===== src/rtl/tt_sweep_if.sv =====
// Host/gate bundle for tt_sweep_ctrl: sweep handshake, result registers and gate stimulus/response.
// slave = the sweep controller, master = host plus the gate under test.
interface tt_sweep_if #(
    parameter int N_IN = 2
) ();
    localparam int NV = 1 << N_IN;

    logic            start;
    logic [NV-1:0]   expected;
    logic [N_IN-1:0] dut_in;
    logic            dut_out;
    logic            busy;
    logic            done;
    logic [NV-1:0]   table_out;
    logic [N_IN:0]   mismatch_count;
    logic            pass;

    modport master (
        output start, expected, dut_out,
        input  dut_in, busy, done, table_out, mismatch_count, pass
    );

    modport slave (
        input  start, expected, dut_out,
        output dut_in, busy, done, table_out, mismatch_count, pass
    );
endinterface


===== src/rtl/tt_sweep_ctrl.sv =====
// Truth-table sweep sequencer: walks all 2^N_IN input vectors, settles, captures and checks the gate output.
// Optional macro TT_SWEEP_ABORT_EN: stop the sweep at the first mismatching vector.
module tt_sweep_ctrl #(
    parameter int N_IN   = 2,
    parameter int SETTLE = 2
) (
    input  logic clk,
    input  logic reset,
    tt_sweep_if.slave bus
);
    localparam int NV = 1 << N_IN;
    localparam int CW = (SETTLE > 1) ? $clog2(SETTLE) : 1;
    localparam int MW = N_IN + 1;

    localparam logic [1:0] IDLE    = 2'd0;
    localparam logic [1:0] WAIT    = 2'd1;
    localparam logic [1:0] CAPTURE = 2'd2;
    localparam logic [1:0] FINISH  = 2'd3;

    logic [1:0]    state;
    logic [CW-1:0] cnt;
    logic          miss;
    logic          last_vec;
    logic          end_sweep;
    logic [N_IN:0] mc_nxt;

    // dut_in doubles as the vector index; the two are always equal.
    always_comb begin
        miss      = (bus.dut_out != bus.expected[bus.dut_in]);
        last_vec  = (bus.dut_in == N_IN'(NV - 1));
        mc_nxt    = bus.mismatch_count + MW'(miss);
`ifdef TT_SWEEP_ABORT_EN
        end_sweep = last_vec | miss;
`else
        end_sweep = last_vec;
`endif
    end

    always_ff @(posedge clk or posedge reset) begin
        if (reset) begin
            state              <= IDLE;
            cnt                <= '0;
            bus.dut_in         <= '0;
            bus.busy           <= 1'b0;
            bus.done           <= 1'b0;
            bus.table_out      <= '0;
            bus.mismatch_count <= '0;
            bus.pass           <= 1'b0;
        end else begin
            case (state)
                IDLE: begin
                    if (bus.start) begin
                        state              <= WAIT;
                        cnt                <= '0;
                        bus.dut_in         <= '0;
                        bus.busy           <= 1'b1;
                        bus.table_out      <= '0;
                        bus.mismatch_count <= '0;
                        bus.pass           <= 1'b0;
                    end
                end
                WAIT: begin
                    if (cnt == CW'(SETTLE - 1)) begin
                        state <= CAPTURE;
                    end else begin
                        cnt <= cnt + 1'b1;
                    end
                end
                CAPTURE: begin
                    bus.table_out[bus.dut_in] <= bus.dut_out;
                    bus.mismatch_count        <= mc_nxt;
                    // Terminal check comes first so the index never wraps.
                    if (end_sweep) begin
                        state    <= FINISH;
                        bus.done <= 1'b1;
                        bus.pass <= (mc_nxt == '0);
                    end else begin
                        state      <= WAIT;
                        cnt        <= '0;
                        bus.dut_in <= bus.dut_in + 1'b1;
                    end
                end
                default: begin
                    state    <= IDLE;
                    bus.done <= 1'b0;
                    bus.busy <= 1'b0;
                end
            endcase
        end
    end
endmodule


===== src/flat_wrapper.sv =====
// flat-port wrapper written by rule: the top's interface ports become plain ports
module tt_sweep_ctrl_flat 
#(
    parameter int N_IN   = 2,
    parameter int SETTLE = 2
)
  (clk, reset, bus_start, bus_expected, bus_dut_out, bus_dut_in, bus_busy, bus_done, bus_table_out, bus_mismatch_count, bus_pass);
  tt_sweep_if #(.N_IN(N_IN)) bus_i ();
  input  logic clk;
  input  logic reset;
  input wire logic [$bits(bus_i.start)-1:0] bus_start;
  input wire logic [$bits(bus_i.expected)-1:0] bus_expected;
  input wire logic [$bits(bus_i.dut_out)-1:0] bus_dut_out;
  output wire logic [$bits(bus_i.dut_in)-1:0] bus_dut_in;
  output wire logic [$bits(bus_i.busy)-1:0] bus_busy;
  output wire logic [$bits(bus_i.done)-1:0] bus_done;
  output wire logic [$bits(bus_i.table_out)-1:0] bus_table_out;
  output wire logic [$bits(bus_i.mismatch_count)-1:0] bus_mismatch_count;
  output wire logic [$bits(bus_i.pass)-1:0] bus_pass;
  assign bus_i.start = bus_start;
  assign bus_i.expected = bus_expected;
  assign bus_i.dut_out = bus_dut_out;
  assign bus_dut_in = bus_i.dut_in;
  assign bus_busy = bus_i.busy;
  assign bus_done = bus_i.done;
  assign bus_table_out = bus_i.table_out;
  assign bus_mismatch_count = bus_i.mismatch_count;
  assign bus_pass = bus_i.pass;
  tt_sweep_ctrl #(.N_IN(N_IN), .SETTLE(SETTLE)) u_core (.clk(clk), .reset(reset), .bus(bus_i));
endmodule

===== config.mk =====
export PLATFORM = sky130hd
export DESIGN_NAME = tt_sweep_ctrl_flat
export DESIGN_NICKNAME = d
export VERILOG_FILES = /design/src/rtl/tt_sweep_if.sv /design/src/rtl/tt_sweep_ctrl.sv /design/src/flat_wrapper.sv
export SDC_FILE = /design/constraint.sdc
export NUM_CORES = 1
export LEC_CHECK = 0
export BUFFER_PORTS_ARGS = -buffer_cell sky130_fd_sc_hd__buf_2
export CAP_MARGIN = 20
export CELL_PAD_IN_SITES_DETAIL_PLACEMENT = 1
export CELL_PAD_IN_SITES_GLOBAL_PLACEMENT = 1
export CORE_ASPECT_RATIO = 1.25
export CORE_UTILIZATION = 46
export CTS_BUF_LIST = sky130_fd_sc_hd__clkbuf_2
export DETAILED_ROUTE_END_ITERATION = 7
export PLACE_DENSITY = 0.86
export SYNTH_ARGS = -nofsm -noshare
export SYNTH_HDL_FRONTEND = slang
export SYNTH_SLANG_ARGS = --single-unit

===== constraint.sdc =====
create_clock -name clk -period 3.1 [get_ports clk]
set_input_delay 0.465 -clock clk [delete_from_list [all_inputs] [get_ports clk]]
set_output_delay 0.465 -clock clk [all_outputs]
set_load 0.02 [all_outputs]

==> impl_metrics.yaml <==
status:
  status: "completed"
logic_synthesis:
  synthCells: 106
  seq_area_frac_synth: 0.367
  synthSimpleGateAreaFrac: 0.164
  ys_ff_latch: 15
  muxShareOfSynthArea: 0.0416
  synth_edf_count: 0
  syn-num-nets: 123
  synth-main-ff-cell: "dfrtp_1"
  synthXorXnorAreaFrac: 0.0171
  synth_top_area_frac: 0.367
  yosys_warnings: 0
  synth_compound_area_frac: 0.231
  syn_area_per_cell_sq_um: 9.66
  synth_area_leaders: "dfrtp_1, ha_1, a21oi_1"
  synth_top_family_by_area: "compound AO/OA/AOI/OAI gates"
  synthAdderAreaFrac: 0.110
  netlist-cell-type-count: 36
  yosysTopAreaCell: "dfrtp_1"
  synth_area_sq_um: 1020
  synth_async_sr_flop_share: 1.00
pwr:
  power.density_nw_per_um2: 947
  total_power_w: 0.00107
  sequentialPowerShare: 0.311
  clockPowerShare: 0.095
  p_sw_frac: 0.480
  ir_drop_v: 0.000457
  power.switching_w: 0.000514
  pwr-share-comb: 0.594
  internal_power_w: 0.000556
  leakage_nw: 0.556
global_routing:
  overflow: 0
  grt_pass1_vias: 901
  antenna_found_initial: 0
  grt_max_degree: 25
  grt_pass1_wl_mm: 4.03
  grt.total_usage: 0.227
clock_tree:
  cts_sinks: 15
  postCtsSetupRepairBufs: 0
  cts_made_buffers: 3
  cts_buffer_depth: 2
  cts_resized: 0
  htreeDepth: 1
  clk_pin_slew_ps: 150
  holdBufCountCts: 0
  cts_root_buf: "clkbuf_2"
  cts_tree: "done"
  clk_latency_ps: 300
setup_path:
  cpMostUsedCell: "ha_1"
  crit_cells: 7
  worstPathRequired_ps: 3360
  cp-start-kind: "register"
  cp_max_fo: 9
  crit_path_max_incr_delay_ps: 550
  worstPathArrival_ps: 2440
  cp_cell_sequence: "mux4_2, xor2_1, ha_1, ha_1, nor3b_1, o2111ai_1, nand2_1"
  path_buf_inv: 0
  path_class: "register to register"
  slowest_stage: "mux4_2"
  reg2reg_depth: 7
  crit_family: "multiplexers"
  end_kind: "register"
final_layout:
  fin_nets: 142
  finalNonFillerCells: 144
  fillers: 258
  mostFrequentLayoutCells: "buf_2, dfrtp_1, a21oi_1, ha_1, inv_1"
  n_antenna_cell: 0
  drive_gt1_frac: 0.210
  mostFrequentLayoutCell: "buf_2"
  area_delta_synth_final_pct: 10.4
  fin_area_sq_um: 1130
place:
  place_inst: 140
  globalplace.congestion: 0.726
  dp_hpwl_mm: 1.72
  dpl_cell_area_sq_um: 1110
  port_buffers: 19
die:
  fp.dieW_um: 44.2
  fp.dieH_um: 54.7
  core.rowCount: 18
  ios: 20
  core_area_sq_um: 2030
  floorplan.initialDensity: 0.505
  die_area_sq_um: 2420
drt:
  wl_per_cell_um: 17.0
  wirelength_mm: 2.44
  drt.antenna.violating_nets: 0
  drt_pass1_iterations: 6
  drtIter0Drc: 16
  vias: 894
  drcViolationCount: 0
  viasPerCell: 6.21
timing:
  drv_slew: 0
  rsz0062_at_grt: "false"
  tns_ps: 0
  fin_skew_ps: 8.45
  fmax_mhz: 458
  hold_viol: 0
  post-route-period-util: 0.704
  slew_headroom: 0.591
  max_slew.worst_pin.slew_ps: 613
  setup_viol: 0
  period_needed_ps: 2180
job:
  maxCapViolations: 0
hold_path:
  hp-class: "input port to async pin"
-- worst register-to-register path, delay by kind of cell (launching register included) --
family | cells | cell delay, ps
AOI/OAI and AO/OA | 1 | 140
xor gates and xnor gates | 1 | 160
adders and majority gates | 2 | 480
DFF | 1 | 530
muxes | 1 | 550
and+or+nand+nor | 2 | 300
-- cells by family after synthesis --
| group | after synthesis |
|---|---|
| buffers and inverters | 14 |
| muxes | 3 |
| DFF | 15 |
| and+or+nand+nor | 29 |
| AOI/OAI and AO/OA | 34 |
| adders and majority gates | 9 |
| xor gates and xnor gates | 2 |
-- path summary, 6_finish.rpt --
kind	from	end	slack (ps)
max	u_core.bus.dut_in[0]	u_core.bus.pass	920
min	reset	u_core.bus.done	200
max reg2reg	u_core.bus.dut_in[0]	u_core.bus.pass	920
min reg2reg	u_core.bus.pass	u_core.bus.pass	520
max in group asynchronous	reset	u_core.bus.mismatch_count[0]	2500
min in group clk	u_core.bus.pass	u_core.bus.pass	520
-- stage by stage --
step | setup slack [ps] | hold slack, ps | utilization
2_1_floorplan | 962 | 366 | -
3_3_place_gp | 981 | 488 | 0.548
3_5_place_dp | 938 | 485 | 0.548
4_1_cts | 907 | 217 | 0.557
5_1_grt | 796 | 259 | 0.557
6_report | 918 | 201 | 0.557
-- layout make-up --
class	instances	area, sq um	share of cell area
multi-input cells	77	577	0.511
flip-flops and latches	15	375	0.332
repair buffers	20	103	0.0908
inverters	8	30.0	0.0266
well taps	20	25.0	0.0221
clock buffers	4	20.0	0.0177
-- flip-flops by register name, summed over array words and instances, names as in the netlist --
signal                     count
u_core.bus.done                1
u_core.bus.busy                1
u_core.state                   2
u_core.bus.pass                1
u_core.cnt                     1
u_core.bus.dut_in              2
u_core.bus.mismatch_count      3
u_core.bus.table_out           4
-- power by group through the flow --
stage | Sequential [W] | Clock [W] | Combinational, W
6_report | 0.000333 | 0.000102 | 0.000635
5_1_grt | 0.000345 | 0.000109 | 0.000701
4_1_cts | 0.000333 | 0.000104 | 0.000638
3_5_place_dp | 0.000338 | 0 | 0.000628
3_3_place_gp | 0.000330 | 0 | 0.000600
2_1_floorplan | 0.000386 | 0 | 0.000423
-- metal layers --
metal / routed length, um / GRT usage
met1: 1150 / 0.294
met2: 1200 / 0.387
met3: 49 / 0.0198
met4: 43 / 0.0909
met5: 0 / 0
-- Yosys cell counts, drive strengths merged, types with 2 or more instances --
library cell  count
nor2              4
nor2b             5
ha                9
inv               8
nand2             4
a221o             3
o21ai             7
and3              2
nand3             3
dfrtp            15
a32o              2
mux2i             2
o221ai            3
nand2b            6
a21oi            10
buf               5
Note: power is estimated with default switching activity, not from simulation.
